File: src/rtl/inst_queue.sv
// Instruction queue between fetch and decode: circular buffer that accepts up to two
// fetched instructions per cycle and presents the two oldest entries to decode.
package inst_queue_pkg;
    typedef logic [5:0] exception_t;
endpackage

module inst_queue
    import inst_queue_pkg::*;
#(
    parameter int DEPTH = 8  // power of two, >= 4
) (
    input  logic             clk,
    input  logic             resetn,
    input  logic             flush,
    output logic             iq_ready,
    input  logic             if_a_valid,
    input  logic [31:0]      if_a_pc,
    input  logic [31:0]      if_a_inst,
    input  logic             if_a_pred_branch_taken,
    input  logic [31:0]      if_a_pred_branch_target,
    input  logic             if_a_have_exception,
    input  exception_t       if_a_exception_type,
    input  logic             if_b_valid,
    input  logic [31:0]      if_b_pc,
    input  logic [31:0]      if_b_inst,
    input  logic             if_b_pred_branch_taken,
    input  logic [31:0]      if_b_pred_branch_target,
    input  logic             if_b_have_exception,
    input  exception_t       if_b_exception_type,
    input  logic [1:0]       id_consume_inst,
    output logic             a_valid,
    output logic [31:0]      a_pc,
    output logic [31:0]      a_inst,
    output logic             a_pred_branch_taken,
    output logic [31:0]      a_pred_branch_target,
    output logic             a_have_exception,
    output exception_t       a_exception_type,
    output logic             b_valid,
    output logic [31:0]      b_pc,
    output logic [31:0]      b_inst,
    output logic             b_pred_branch_taken,
    output logic [31:0]      b_pred_branch_target,
    output logic             b_have_exception,
    output exception_t       b_exception_type
);

    localparam int PTR_W = $clog2(DEPTH);
    localparam int CNT_W = PTR_W + 1;

    typedef struct packed {
        logic [31:0] pc;
        logic [31:0] inst;
        logic        pred_taken;
        logic [31:0] pred_target;
        logic        have_exc;
        exception_t  exc_type;
    } entry_t;

    entry_t            mem [DEPTH];
    logic [PTR_W-1:0]  head, tail;
    logic [PTR_W-1:0]  head_p1, tail_p1;
    logic [CNT_W-1:0]  count;
    logic              accept;
    logic [1:0]        enq_num, deq_req, deq_num;
    entry_t            slot_a, slot_b, wr0, ent_a, ent_b;

    // Handshake: fetch offers a pair every cycle; a pair is taken at the rising edge when
    // iq_ready && !flush. iq_ready depends only on the registered count, so it never
    // combinationally follows id_consume_inst.
    assign iq_ready = (count <= CNT_W'(DEPTH - 2));
    assign accept   = iq_ready && !flush;
    assign head_p1  = head + PTR_W'(1);
    assign tail_p1  = tail + PTR_W'(1);

    assign slot_a = '{pc: if_a_pc, inst: if_a_inst, pred_taken: if_a_pred_branch_taken,
                      pred_target: if_a_pred_branch_target, have_exc: if_a_have_exception,
                      exc_type: if_a_exception_type};
    assign slot_b = '{pc: if_b_pc, inst: if_b_inst, pred_taken: if_b_pred_branch_taken,
                      pred_target: if_b_pred_branch_target, have_exc: if_b_have_exception,
                      exc_type: if_b_exception_type};

    // Compaction: a lone valid b slot is written at tail just like a lone a slot.
    assign wr0 = if_a_valid ? slot_a : slot_b;

    always_comb begin
        enq_num = 2'd0;
        if (accept) enq_num = {1'b0, if_a_valid} + {1'b0, if_b_valid};
        deq_req = (id_consume_inst == 2'd3) ? 2'd0 : id_consume_inst;
        deq_num = (CNT_W'(deq_req) > count) ? count[1:0] : deq_req;
    end

    always_ff @(posedge clk) begin
        if (enq_num != 2'd0) mem[tail] <= wr0;
        if (enq_num == 2'd2) mem[tail_p1] <= slot_b;
    end

    always_ff @(posedge clk or negedge resetn) begin
        if (!resetn) begin
            head  <= '0;
            tail  <= '0;
            count <= '0;
        end else if (flush) begin
            head  <= '0;
            tail  <= '0;
            count <= '0;
        end else begin
            head  <= head + PTR_W'(deq_num);
            tail  <= tail + PTR_W'(enq_num);
            count <= count + CNT_W'(enq_num) - CNT_W'(deq_num);
        end
    end

    assign ent_a = mem[head];
    assign ent_b = mem[head_p1];

    // Slot data is forced to zero whenever the slot is empty, which also covers reset.
    always_comb begin
        a_valid              = (count >= CNT_W'(1));
        b_valid              = (count >= CNT_W'(2));
        a_pc                 = '0;
        a_inst               = '0;
        a_pred_branch_taken  = 1'b0;
        a_pred_branch_target = '0;
        a_have_exception     = 1'b0;
        a_exception_type     = '0;
        b_pc                 = '0;
        b_inst               = '0;
        b_pred_branch_taken  = 1'b0;
        b_pred_branch_target = '0;
        b_have_exception     = 1'b0;
        b_exception_type     = '0;
        if (a_valid) begin
            a_pc                 = ent_a.pc;
            a_inst               = ent_a.inst;
            a_pred_branch_taken  = ent_a.pred_taken;
            a_pred_branch_target = ent_a.pred_target;
            a_have_exception     = ent_a.have_exc;
            a_exception_type     = ent_a.exc_type;
        end
        if (b_valid) begin
            b_pc                 = ent_b.pc;
            b_inst               = ent_b.inst;
            b_pred_branch_taken  = ent_b.pred_taken;
            b_pred_branch_target = ent_b.pred_target;
            b_have_exception     = ent_b.have_exc;
            b_exception_type     = ent_b.exc_type;
        end
    end

endmodule

File: config.mk
export PLATFORM = sky130hd
export DESIGN_NAME = inst_queue
export DESIGN_NICKNAME = d
export VERILOG_FILES = /design/src/rtl/inst_queue.sv
export SDC_FILE = /design/constraint.sdc
export NUM_CORES = 2
export LEC_CHECK = 0
export BUFFER_PORTS_ARGS = -buffer_cell sky130_fd_sc_hd__buf_2
export CORE_AREA = 4 4 339 308
export DETAILED_ROUTE_END_ITERATION = 10
export DIE_AREA = 0 0 343 312
export PLACE_DENSITY = 0.71
export REMOVE_ABC_BUFFERS = 1
export SKIP_CTS_REPAIR_TIMING = 1
export SYNTH_ARGS = -nofsm -noshare
export SYNTH_HDL_FRONTEND = slang
export SYNTH_SLANG_ARGS = --single-unit
File: constraint.sdc
create_clock -name clk -period 5.75 [get_ports clk]
set_input_delay 0 -clock clk [delete_from_list [all_inputs] [get_ports clk]]
set_output_delay 0 -clock clk [all_outputs]
set_load 0.1 [all_outputs]
==> impl_metrics.toml <==
[place]
place.gp.congestion = 0.770
dp_cells = 4787
dp_slack_ns = 1.44
portBuffers = 425
dpl.hpwl_um = 85300
place_area_um2 = 53600

[global_routing]
grt_max_degree = 133
grt_pass1_wl_um = 224000
grt_usage_pct = 27.9
antenna_found_initial = 7
grt_pass1_vias = 34000
gr-total-overflow = 0

[die]
die_height_um = 312
rows = 111
chipWidth_um = 343
ios = 426
die-area_um2 = 107000
fp.coreArea_um2 = 101000
start_util_pct = 49.6

[synthesis]
ys_seq_area_share_pct = 50.3
synth.top_cell.area_share_pct = 49.9
synth_most_common_cell = "edfxtp_1"
synth-seq-cells = 842
synth_area_um2 = 50100
synth.area.top_cells = "edfxtp_1 50%, mux2_2 16%, mux2_1 9.8%"
synth_top_area_cell = "edfxtp_1"
ys.flop_type = "edfxtp_1"
synthTopCellsByCount = "832 x edfxtp_1, 709 x mux2_2, 435 x mux2_1"
synthArstFlopShare_pct = 1.19
synth-edff-count = 832
syn-mean-instance-area_um2 = 15.6
synth_cell_type_count = 41
synth-warning-count = 0
syn_inst = 3216

[worst_hold_path]
hp-class = "primary input to flop"
holdPathStages = 5

[setup_path]
worstPathCellList = "ha_4 -> buf_4 -> mux2_2 -> o22ai_1 -> a2111oi_0 -> buf_2"
endpoint = "b_pred_branch_target[21]"
critPathSlowestCell = "ha_4"
path_max_fanout = 57
r2r_slack_ns = 1.47
r2r-end = "mem[0][69]"
cpPeakStageDelay_ns = 0.95
crit_required_ns = 5.75
ff2ff_path_depth = 7
worstPathArrival_ns = 4.89
critPathLaunchType = "flop"
path_class = "flop to primary output"
endpoint_kind = "primary output"
crit_start = "head[1]"
r2r_start = "tail[0]"

[cells_and_area]
fin_cells = 5271
fillers = 7804
nets = 4073
area.growth.synth_to_final_pct = 18.8
fin_area_um2 = 59500
drive_above_1_share_pct = 40.3

[clock_network]
cts_max_path_buffers = 3
cts_tree = "built"
clkSinkCount = 842
clk_latency_ns = 0.65
cts-root-buf = "clkbuf_16"
htree_levels = 3
clkTransAtPathRegs_ns = 0.06
numCtsBuffers = 92

[timing]
clock.fmax_ghz = 0.205
post-route-period-util_pct = 85.0
min_period_ns = 4.89
hold_viol = 0
slew_headroom_pct = 5.34
hold_ws_ns = 0.167
fin_ws_ns = 0.863
drv_slew = 0
skew_ns = 0.0191
worst_slew_pin_slew_ns = 1.38
setup_viol_count_final = 0
rsz0062_at_grt = "false"

[drt]
wl_per_cell_um = 29.8
num_vias = 34400
drt_iter0_markers = 3462
ant_nets = 0
totalWireLength_um = 157000
via_per_inst = 6.53
drc = 0
drt_pass1_iterations = 5

[run]
cap_violations = 0

[run_status]
status = "complete, no violations"
==> routing by layer <==
layer / GRT usage, % / share of wire (%) / vias up
met2: 45.8 / 48 / 1835
met3: 5.11 / 8.7 / 340
li1: - / - / 14600
met4: 9.26 / 3.2 / 2
met5: 0 / 0.0083 / -
met1: 37.7 / 40 / 17700
==> layout by cell type, fill, tap and decap left out, types with 5 or more instances in the layout <==
master,count
a2111oi_0,102
a211oi_1,104
a22o_1,104
a22oi_1,6
buf_12,26
buf_2,424
buf_4,52
bufinv_16,5
clkbuf_1,28
clkbuf_16,93
clkinv_1,14
clkinv_2,14
dfrtp_1,8
diode_2,5
dlygate4sd3_1,315
edfxtp_1,832
ha_1,13
inv_1,8
mux2_1,435
mux2_2,709
mux2i_1,105
mux4_2,208
nand2_1,6
nand3_4,8
nor2_1,9
nor2_4,9
nor2b_1,116
o22ai_1,104
xnor2_1,6
==> through the flow <==
stage                     util (%)  setup TNS [ns]
after global routing          59.0               0
after detailed placement      53.0               0
final                         59.0               0
after CTS                     55.8               0
after floorplan                  -        -5292.60
after global placement        53.0               0
==> state kept, by name, indices dropped and copies added, names as in the netlist <==
| register | flops |
|---|---|
| tail | 3 |
| mem | 832 |
| count | 4 |
| head | 3 |
==> how the worst min path moves through the flow <==
stage               slack [ns]          startpoint         to
floorplan                -0.30              resetn   count[0]
global placement         -0.11              resetn   count[0]
detailed placement       -0.11              resetn    tail[0]
CTS                      -0.81              resetn    tail[0]
global route              0.18          if_a_valid  mem[0][6]
finish                    0.17  id_consume_inst[0]    head[0]
==> layout make-up <==
class                           instances  area (um^2)  share of cell area [%]
Clock inverter                         43          370                   0.622
Tap cell                             1356         1700                    2.85
Antenna cell                            5         12.5                  0.0210
Timing Repair Buffer                  818         6200                    10.4
Inverter                                8         30.0                  0.0504
Sequential cell                       842        25200                    42.4
Multi-Input combinational cell       2078        23600                    39.6
Clock buffer                          121         2430                    4.09
==> kinds of logic after synthesis <==
| logic type | share of synthesized area (%) |
|---|---|
| AO/OA/AOI/OAI | 6.71 |
| XOR/XNOR | 0.155 |
| buffers and inverters | 3.06 |
| adder cells (fa/ha/maj) | 0.509 |
| multiplexers | 37.2 |
| flip-flops | 50.3 |
| AND/OR/NAND/NOR | 2.05 |
==> worst max-delay path, delay by kind of cell, from the launching register on <==
kind	cells	cell delay (ns)
compound gates	2	0.99
fa+ha+maj	1	0.95
buf+inv	2	1.25
flops	1	0.72
mux	1	0.29
Power is not shown: default switching activity piles up to over one toggle a cycle in this logic, so the estimate is an artifact.
